`config.mk`:
```
export PLATFORM = sky130hd
export DESIGN_NAME = debug_dump_sequencer
export DESIGN_NICKNAME = d
export VERILOG_FILES = /design/src/rtl/mips_debug_pkg.sv /design/src/rtl/dump_word_shifter.sv /design/src/rtl/debug_dump_sequencer.sv
export SDC_FILE = /design/constraint.sdc
export NUM_CORES = 1
export LEC_CHECK = 0
export BUFFER_PORTS_ARGS = -buffer_cell sky130_fd_sc_hd__buf_2
export CELL_PAD_IN_SITES_DETAIL_PLACEMENT = 0
export CELL_PAD_IN_SITES_GLOBAL_PLACEMENT = 2
export CORE_MARGIN = 2
export CORE_UTILIZATION = 30
export CTS_BUF_LIST = sky130_fd_sc_hd__clkbuf_8 sky130_fd_sc_hd__clkbuf_16
export DETAILED_ROUTE_END_ITERATION = 16
export PLACE_DENSITY_LB_ADDON = 0.1
export RECOVER_POWER = 25
export SYNTH_ARGS = -nofsm -noshare
export SYNTH_HDL_FRONTEND = slang
export SYNTH_SLANG_ARGS = --single-unit
```
`constraint.sdc`:
```
create_clock -name i_clock -period 2.9 [get_ports i_clock]
set_input_delay 0.58 -clock i_clock [delete_from_list [all_inputs] [get_ports i_clock]]
set_output_delay 0.58 -clock i_clock [all_outputs]
set_load 0.03 [all_outputs]
```
`src/rtl/mips_debug_pkg.sv`:
```
// mips_debug_pkg: shared state encoding, default sizes and phase offsets for the debug dump path.
package mips_debug_pkg;
    typedef enum logic [2:0] {IDLE, SEND, WAIT, FETCH, DONE} state_t;
    localparam int DEF_DATA_WIDTH      = 32;
    localparam int DEF_DATA_WIDTH_UART = 8;
    localparam int DEF_N_REGS          = 32;
    localparam int DEF_N_MEM           = 32;
    localparam int REG_BASE            = 1;
    localparam int MEM_BASE            = 1 + DEF_N_REGS;
    localparam int BYTES_PER_WORD      = DEF_DATA_WIDTH / DEF_DATA_WIDTH_UART;
    function automatic int bytes_per_word(input int dw, input int uw);
        return dw / uw;
    endfunction
endpackage

```
`src/rtl/dump_word_shifter.sv`:
```
// dump_word_shifter: holds the word being sent, shifts out one UART byte at a time and counts bytes.
module dump_word_shifter
    import mips_debug_pkg::*;
#(
    parameter int DATA_WIDTH      = DEF_DATA_WIDTH,
    parameter int DATA_WIDTH_UART = DEF_DATA_WIDTH_UART
) (
    input  logic                       clk,
    input  logic                       rst,
    input  logic                       load,
    input  logic                       shift,
    input  logic [DATA_WIDTH-1:0]      word,
    output logic [DATA_WIDTH_UART-1:0] tx_byte,
    output logic                       last_byte
);
    localparam int BPW = bytes_per_word(DATA_WIDTH, DATA_WIDTH_UART);
    localparam int CW  = BPW > 1 ? $clog2(BPW) : 1;
    logic [DATA_WIDTH-1:0] sr;
    logic [CW-1:0]         cnt;
    always_ff @(posedge clk) begin
        if (rst) begin
            sr  <= '0;
            cnt <= '0;
        end else if (load) begin
            sr  <= word;
            cnt <= '0;
        end else if (shift) begin
            sr  <= sr >> DATA_WIDTH_UART;
            cnt <= cnt + 1'b1;
        end
    end
    assign tx_byte   = sr[DATA_WIDTH_UART-1:0];
    assign last_byte = cnt == CW'(BPW - 1);
endmodule

```
`src/rtl/debug_dump_sequencer.sv`:
```
// debug_dump_sequencer: streams PC, register file and (with DEBUG_DUMP_MEM_EN) data memory to the debug UART, LSB first.
// Without DEBUG_DUMP_MEM_EN the dump stops after the last register and o_mem_addr is tied to 0.
module debug_dump_sequencer
    import mips_debug_pkg::*;
#(
    parameter int DATA_WIDTH      = DEF_DATA_WIDTH,
    parameter int DATA_WIDTH_UART = DEF_DATA_WIDTH_UART,
    parameter int N_REGS          = DEF_N_REGS,
    parameter int N_MEM           = DEF_N_MEM
) (
    input  logic                       i_clock,
    input  logic                       i_reset,
    input  logic                       i_start,
    input  logic [DATA_WIDTH-1:0]      i_pc,
    output logic [4:0]                 o_reg_addr,
    input  logic [DATA_WIDTH-1:0]      i_reg_data,
    output logic [4:0]                 o_mem_addr,
    input  logic [DATA_WIDTH-1:0]      i_mem_data,
    output logic                       o_tx_signal,
    output logic [DATA_WIDTH_UART-1:0] o_tx_byte,
    input  logic                       i_tx_done,
    output logic                       o_busy,
    output logic                       o_dump_done
);
    state_t     state;
    logic [6:0] word_idx;
    logic       last_byte;
`ifdef DEBUG_DUMP_MEM_EN
    localparam bit MEM_EN = 1'b1;
`else
    localparam bit MEM_EN = 1'b0;
`endif
    localparam int         N_WORDS  = 1 + N_REGS + (MEM_EN ? N_MEM : 0);
    localparam logic [6:0] REG_LO   = 7'(REG_BASE);
    localparam logic [6:0] MEM_LO   = 7'(REG_BASE + N_REGS);
    localparam logic [6:0] LAST_IDX = 7'(N_WORDS - 1);
    logic last_word;
    logic [DATA_WIDTH-1:0] fetched;
    assign last_word  = word_idx == LAST_IDX;
    assign o_reg_addr = (word_idx >= REG_LO && word_idx < MEM_LO) ? 5'(word_idx - REG_LO) : '0;
`ifdef DEBUG_DUMP_MEM_EN
    assign o_mem_addr = word_idx >= MEM_LO ? 5'(word_idx - MEM_LO) : '0;
    assign fetched    = word_idx >= MEM_LO ? i_mem_data : i_reg_data;
`else
    logic unused_mem;
    assign unused_mem = ^i_mem_data;
    assign o_mem_addr = '0;
    assign fetched    = i_reg_data;
`endif
    dump_word_shifter #(
        .DATA_WIDTH      (DATA_WIDTH),
        .DATA_WIDTH_UART (DATA_WIDTH_UART)
    ) u_shifter (
        .clk       (i_clock),
        .rst       (i_reset),
        .load      ((state == IDLE && i_start) || state == FETCH),
        .shift     (state == WAIT && i_tx_done && !last_byte),
        .word      (state == FETCH ? fetched : i_pc),
        .tx_byte   (o_tx_byte),
        .last_byte (last_byte)
    );
    always_ff @(posedge i_clock) begin
        if (i_reset) begin
            state       <= IDLE;
            word_idx    <= '0;
            o_tx_signal <= 1'b0;
            o_dump_done <= 1'b0;
            o_busy      <= 1'b0;
        end else begin
            o_tx_signal <= 1'b0;
            o_dump_done <= 1'b0;
            case (state)
                IDLE: if (i_start) begin
                    state       <= SEND;
                    word_idx    <= '0;
                    o_tx_signal <= 1'b1;
                    o_busy      <= 1'b1;
                end
                SEND: state <= WAIT;
                WAIT: if (i_tx_done) begin
                    if (!last_byte) begin
                        state       <= SEND;
                        o_tx_signal <= 1'b1;
                    end else if (last_word) begin
                        state       <= DONE;
                        o_dump_done <= 1'b1;
                    end else begin
                        state    <= FETCH;
                        word_idx <= word_idx + 1'b1;
                    end
                end
                FETCH: begin
                    state       <= SEND;
                    o_tx_signal <= 1'b1;
                end
                DONE: begin
                    state    <= IDLE;
                    word_idx <= '0;
                    o_busy   <= 1'b0;
                end
                default: state <= IDLE;
            endcase
        end
    end
endmodule
```
After elaboration in Yosys (flattened, before gate mapping)
Index checks and enable logic that the tools add are counted.
W data, S select, Z words.
{"block": "word_totals", "reg_bits": 47, "wordCells": 61, "inputBits": 100, "output_inout_bits": 21}
{"block": "op_classes", "n_eq_ne": 10, "muxes": 21, "bitwise_logic": 3, "n_addsub": 3, "n_lt_le_gt_ge": 2, "reduce_logical": 15}
{"cell": "$mux W32", "n": 3}
{"cell": "$mux W7", "n": 4}
{"cell": "$pmux W7 S3", "n": 1}
{"cell": "$mux W3", "n": 4}
{"cell": "$pmux W3 S4", "n": 1}
{"cell": "$ne A2 B2 Y1 const B", "n": 4}
{"cell": "$add A7 B1 Y7 const B", "n": 1}
{"cell": "$eq A7 B6 Y1 const B", "n": 1}
{"cell": "$ge A7 B1 Y1 const B", "n": 1}
{"cell": "$lt A7 B6 Y1 const B", "n": 1}
{"cell": "$eq A3 B2 Y1 const B", "n": 2}
{"cell": "$mux W1", "n": 5}
{"cell": "$mux W5", "n": 1}
{"cell": "$reduce_and A5 Y1", "n": 1}
{"cell": "$sub A5 B1 Y5 const B", "n": 1}
{"cell": "$logic_and A1 B1 Y1", "n": 4}
{"cell": "$reduce_and A2 Y1", "n": 2}
{"cell": "$reduce_bool A2 Y1", "n": 2}
{"cell": "$reduce_or A4 Y1", "n": 1}
{"cell": "$eq A3 B1 Y1 const B", "n": 1}
{"cell": "$eq A3 B3 Y1 const B", "n": 1}
{"cell": "$logic_not A3 Y1", "n": 1}
{"cell": "$not A1 Y1", "n": 3}
{"cell": "$pmux W1 S3", "n": 1}
{"cell": "other kinds (7)", "n": 7}

Depth between registers and ports, before layout
{"block": "depth", "word_depth": 5, "depth_mapped": 7, "mapped_depth_nobuf": 6}

By module
A second synthesis with hierarchy kept.
{"block": "unflattened", "cells_unflattened": 302, "hier_area_um2": 2841.5}
{"mod": "dump_word_shifter", "n_inst": 1, "area_per_inst_um2": 1574.0, "seq_area_each_um2": 680.7, "cells_each": 158}
{"mod": "debug_dump_sequencer", "n_inst": 1, "area_per_inst_um2": 1267.5, "seq_area_each_um2": 260.2, "cells_each": 144}

Least setup slack after synthesis
No wires, ideal clock.
{"block": "synth_path", "path_kind": "flip-flop to output port", "start": "reg word_idx[3]", "end": "out o_reg_addr[2]", "path_buffers": 1, "slack_ns": 0.672, "t_arrival_ns": 1.648, "required_ns": 2.320, "stages_incl_launch_ff": 6, "path_cell_list": "dfxtp_1 -> buf_2 -> or3_4 -> o21ai_1 -> or3b_4 -> nor2_2"}
{"block": "synth_via", "elab_chain_cells": 3, "word_cells_on_any_way": 4, "cone_classes": "order compare (2); mux (1); reduce/logical (1)"}
{"element": "start, declared", "line_no": "debug_dump_sequencer.sv:26", "rtl": "logic [6:0] word_idx;"}
{"element": "start signal, assigned", "line_no": "debug_dump_sequencer.sv:89", "rtl": "word_idx <= word_idx + 1'b1;"}
{"element": "$ge A7 B1 Y1 or $lt A7 B6 Y1 (tied branches)", "line_no": "debug_dump_sequencer.sv:40", "rtl": "assign o_reg_addr = (word_idx >= REG_LO && word_idx < MEM_LO) ? 5'(word_idx - REG_LO) : '0;"}
{"element": "$logic_and A1 B1 Y1 (*)", "line_no": "debug_dump_sequencer.sv:40"}
{"element": "$mux W5 (*)", "line_no": "debug_dump_sequencer.sv:40"}
{"element": "end, declared", "line_no": "debug_dump_sequencer.sv:15", "rtl": "output logic [4:0] o_reg_addr,"}
Every way passes the cells marked *; elsewhere a longest branch is shown, timed or not.

Final worst setup path
{"block": "layout_path", "start": "reg word_idx[2]", "end": "out o_reg_addr[3]"}
{"block": "layout_via", "elab_chain_cells": 3, "word_cells_on_any_way": 5, "cone_classes": "add/sub (1); order compare (2); mux (1); reduce/logical (1)"}
{"element": "$ge A7 B1 Y1 or $lt A7 B6 Y1 (tied branches)", "line_no": "debug_dump_sequencer.sv:40"}
{"element": "$logic_and A1 B1 Y1", "line_no": "debug_dump_sequencer.sv:40"}
{"element": "$mux W5 (*)", "line_no": "debug_dump_sequencer.sv:40"}
Marks and branches as above.

==> out/summary.txt <==
Reg-to-Reg End: u_shifter.sr[11]$_SDFFE_PP0P_
Setup TNS: 0 ns
Final Hold Violating Endpoints: 0
P_leak: 1.34 nW
Crit path from: word_idx[2]$_SDFFE_PP0P_
Diode count: 0
Worst setup path endpoint: o_reg_addr[3]
Vias in the first global route: 1956
DRC viols: 0
Fin crit period: 2.58 ns
RSZ-0062 raised after global routing: no
Period utilization: 88.8%
Adder-cell share of the synthesized area: 2.15%
Crit. path cell count: 5
Post-synthesis mux area share: 20.6%
Metal3 WL: 351 um
Startpoint Class: flop
Avg Inst Size Synth: 9.96 um2
Die Area: 0.0105 mm2
Reg2Reg Depth: 5
Synth area leaders: dfxtp_1, mux2i_1, mux2_2, a21oi_2, o21ai_1
Global-route wire length before repair: 10.3 mm
Critical-path cell list: or3_4 > o21ai_1 > or3b_4 > nor2_2 > buf_2
Complex-gate fraction of the synthesized area: 21.9%
Worst-path clk slew: 0.08 ns
Die width: 102 um
Skew final: 0.00362 ns
Post-DR vias/cell: 4.62
Io pins: 121
WL/cell: 13.6 um
Post-placement cell area: 0.00327 mm2
Global Route Usage Sum: 12.4%
Initial antenna violation count: 0
Total wire length: 6.55 mm
Share of the synthesized area in the top cell type: 32.3%
CTS Sinks: 47
CP arrival: 2.00 ns
Delay-heaviest family, CP: simple AND/OR/NAND/NOR gates
Initial Utilization: 31.2%
H-tree levels: 2
Crit Path Max Fanout: 8
Worst skew pair latency: 0.30 ns
Hold WC Path Type: reg -> reg
CTS resizes: 0
Critical Path Max Stage Delay: 0.45 ns
Port bufs: 83
RR Startpoint: state[2]$_SDFFE_PP0P_
Synth Area in Simple Gates: 11.1%
Post-synthesis instance total: 292
Setup CP Type: reg -> out
Area growth, synth to finish: 15.5%
M1 WL: 3.40 mm
Largest area contributor in the netlist: dfxtp_1
Max IR drop VDD: 0.201 mV
EDFF count, synth: 0
GRT overflow: 0
Wire length on met2: 2.75 mm
TritonCTS clock tree: built
Bufs and invs on worst path: 1
Die H: 102 um
Fraction of synthesized cell area in xor and xnor cells: 1.20%
Yosys reg bits: 47
Nets: 458
Post-synthesis sequential area ratio: 32.3%
Fin area: 0.00336 mm2
Max-slew headroom: 61.2%
Post-Synthesis Cell Area: 0.00291 mm2
Most used DFF post-synth: dfxtp_1
Row cnt: 35
Crit end category: primary output
Slowest CP cell: or3_4
Uppermost layer routed: met4
Max-slew violations: 0
Largest net degree at the start of global routing: 49
Hpwl dp: 4.77 mm
Post-synthesis cell type count: 50
Routed Antenna Nets: 0
Clk buf depth: 2
Post-synth ARST share: 0%
Setup Fix Bufs, Post-CTS: 0
Fmax: 0.388 GHz
Worst Path Required: 2.32 ns
Status: finished clean
Overall power: 1.55 mW
CTS Buf Count: 5
Pwr Density: 461 mW/mm2
Core Area: 0.00933 mm2
Share of post-route cells with drive strength above 1: 42.8%
Pre-antenna DRT Iters: 4
CTS Root Cell: clkbuf_8
Via count: 2228
Largest family of logic cells by synthesized area: compound AO/OA/AOI/OAI gates
Placer congestion estimate: 0.722
Yosys warning count: 0
DRT iter0 DRCs: 79
Max-Cap Viols: 0
Final setup viols: 0
Least-Margin Pin Slew: 0.581 ns
R2R Setup Slk: 0.98 ns
CTS Hold Bufs: 0
worst min-delay path by stage:
| stage | cells past startpoint | startpoint | slack (ns) | to |
|---|---|---|---|---|
| 2_1_floorplan | 1 | word_idx[6]$_SDFFE_PP0P_ | 0.45 | word_idx[6]$_SDFFE_PP0P_ |
| 3_3_place_gp | 2 | o_busy$_SDFFE_PP0P_ | 0.46 | o_busy$_SDFFE_PP0P_ |
| 3_5_place_dp | 2 | o_busy$_SDFFE_PP0P_ | 0.47 | o_busy$_SDFFE_PP0P_ |
| 4_1_cts | 2 | o_busy$_SDFFE_PP0P_ | 0.49 | o_busy$_SDFFE_PP0P_ |
| 5_1_grt | 2 | o_busy$_SDFFE_PP0P_ | 0.50 | o_busy$_SDFFE_PP0P_ |
| 6_report | 2 | o_busy$_SDFFE_PP0P_ | 0.48 | o_busy$_SDFFE_PP0P_ |
area by class of cell:
type / instances / area [um2]
Inverter: 6 / 22.5
Fill cell: 973 / 5970
Clock inverter: 2 / 33.8
Clock buffer: 5 / 68.8
Sequential cell: 47 / 941
Timing Repair Buffer: 87 / 457
Multi-Input combinational cell: 206 / 1680
Tap cell: 129 / 161
tightest hold or removal path, stage by stage, from the launching register on:
cell	delay (ns)
dfxtp_1	0.31
inv_1	0.05
a221oi_1	0.06
power breakdown:
| part | total [mW] | switching [mW] | internal (mW) |
|---|---|---|---|
| registers | 0.742 | 0.0392 | 0.702 |
| logic | 0.342 | 0.194 | 0.148 |
| clock network | 0.466 | 0.216 | 0.249 |
through the flow:
stage / std cells / util, % / setup WS, ns / hold WS [ns]
detailed placement: 475 / 35.1 / 0.642 / 0.470
global route: 482 / 36.0 / 0.232 / 0.501
floorplan: 296 / - / 0.672 / 0.451
global placement: 475 / 35.1 / 0.645 / 0.462
CTS: 482 / 36.2 / 0.311 / 0.486
finish: 482 / 36.0 / 0.324 / 0.481
synthesized netlist by cell type, types with 2 or more instances:
cell type   n
dfxtp_1    47
mux2i_1    33
o21ai_1    25
mux2_2     24
a21oi_2    20
buf_4      16
nor2_1     11
a211oi_2    8
buf_6       8
a21oi_1     7
buf_2       7
clkbuf_1    5
ha_1        5
inv_1       5
nand2_1     5
nor2_2      5
nor4b_1     4
o2bb2ai_1   4
a31o_1      3
a31oi_1     3
nand3_1     3
nor3_1      3
o21ai_0     3
or2_2       3
xnor2_1     3
a221oi_1    2
and3_1      2
nand2b_1    2
nand3b_1    2
nor3_2      2
o41ai_1     2
or3b_4      2
cell families (layout without fill, tap and decap cells):
logic type | Yosys count | count (layout)
adder cells (fa/ha/maj) | 5 | 5
AND/OR/NAND/NOR | 51 | 51
buffers and inverters | 43 | 100
AO/OA/AOI/OAI | 84 | 84
flip-flops | 47 | 47
other | 1 | 5
XOR/XNOR | 4 | 4
multiplexers | 57 | 57
flip-flops by register name, indices dropped and copies added, names as in the netlist:
name	flops
u_shifter.sr	32
o_dump_done	1
state	3
word_idx	7
o_busy	1
o_tx_signal	1
u_shifter.cnt	2
layout by cell type (no fill, tap or decap), types with 4 or more instances in the layout:
| cell type | n |
|---|---|
| buf_2 | 72 |
| dfxtp_1 | 47 |
| mux2i_1 | 33 |
| o21ai_1 | 25 |
| mux2_2 | 24 |
| a21oi_2 | 20 |
| nor2_1 | 11 |
| clkbuf_1 | 11 |
| a211oi_2 | 8 |
| a21oi_1 | 7 |
| inv_1 | 6 |
| nor2_2 | 5 |
| nand2_1 | 5 |
| ha_1 | 5 |
| conb_1 | 5 |
| clkbuf_8 | 5 |
| nor4b_1 | 4 |
| o2bb2ai_1 | 4 |
routing by layer:
| metal | up-vias | global-route usage (%) |
|---|---|---|
| li1 | 1163 | - |
| met1 | 1001 | 18.5 |
| met5 | - | 0 |
| met4 | 0 | 3.08 |
| met3 | 4 | 2.80 |
| met2 | 60 | 18.1 |
Power figures use the tool's default switching activity.
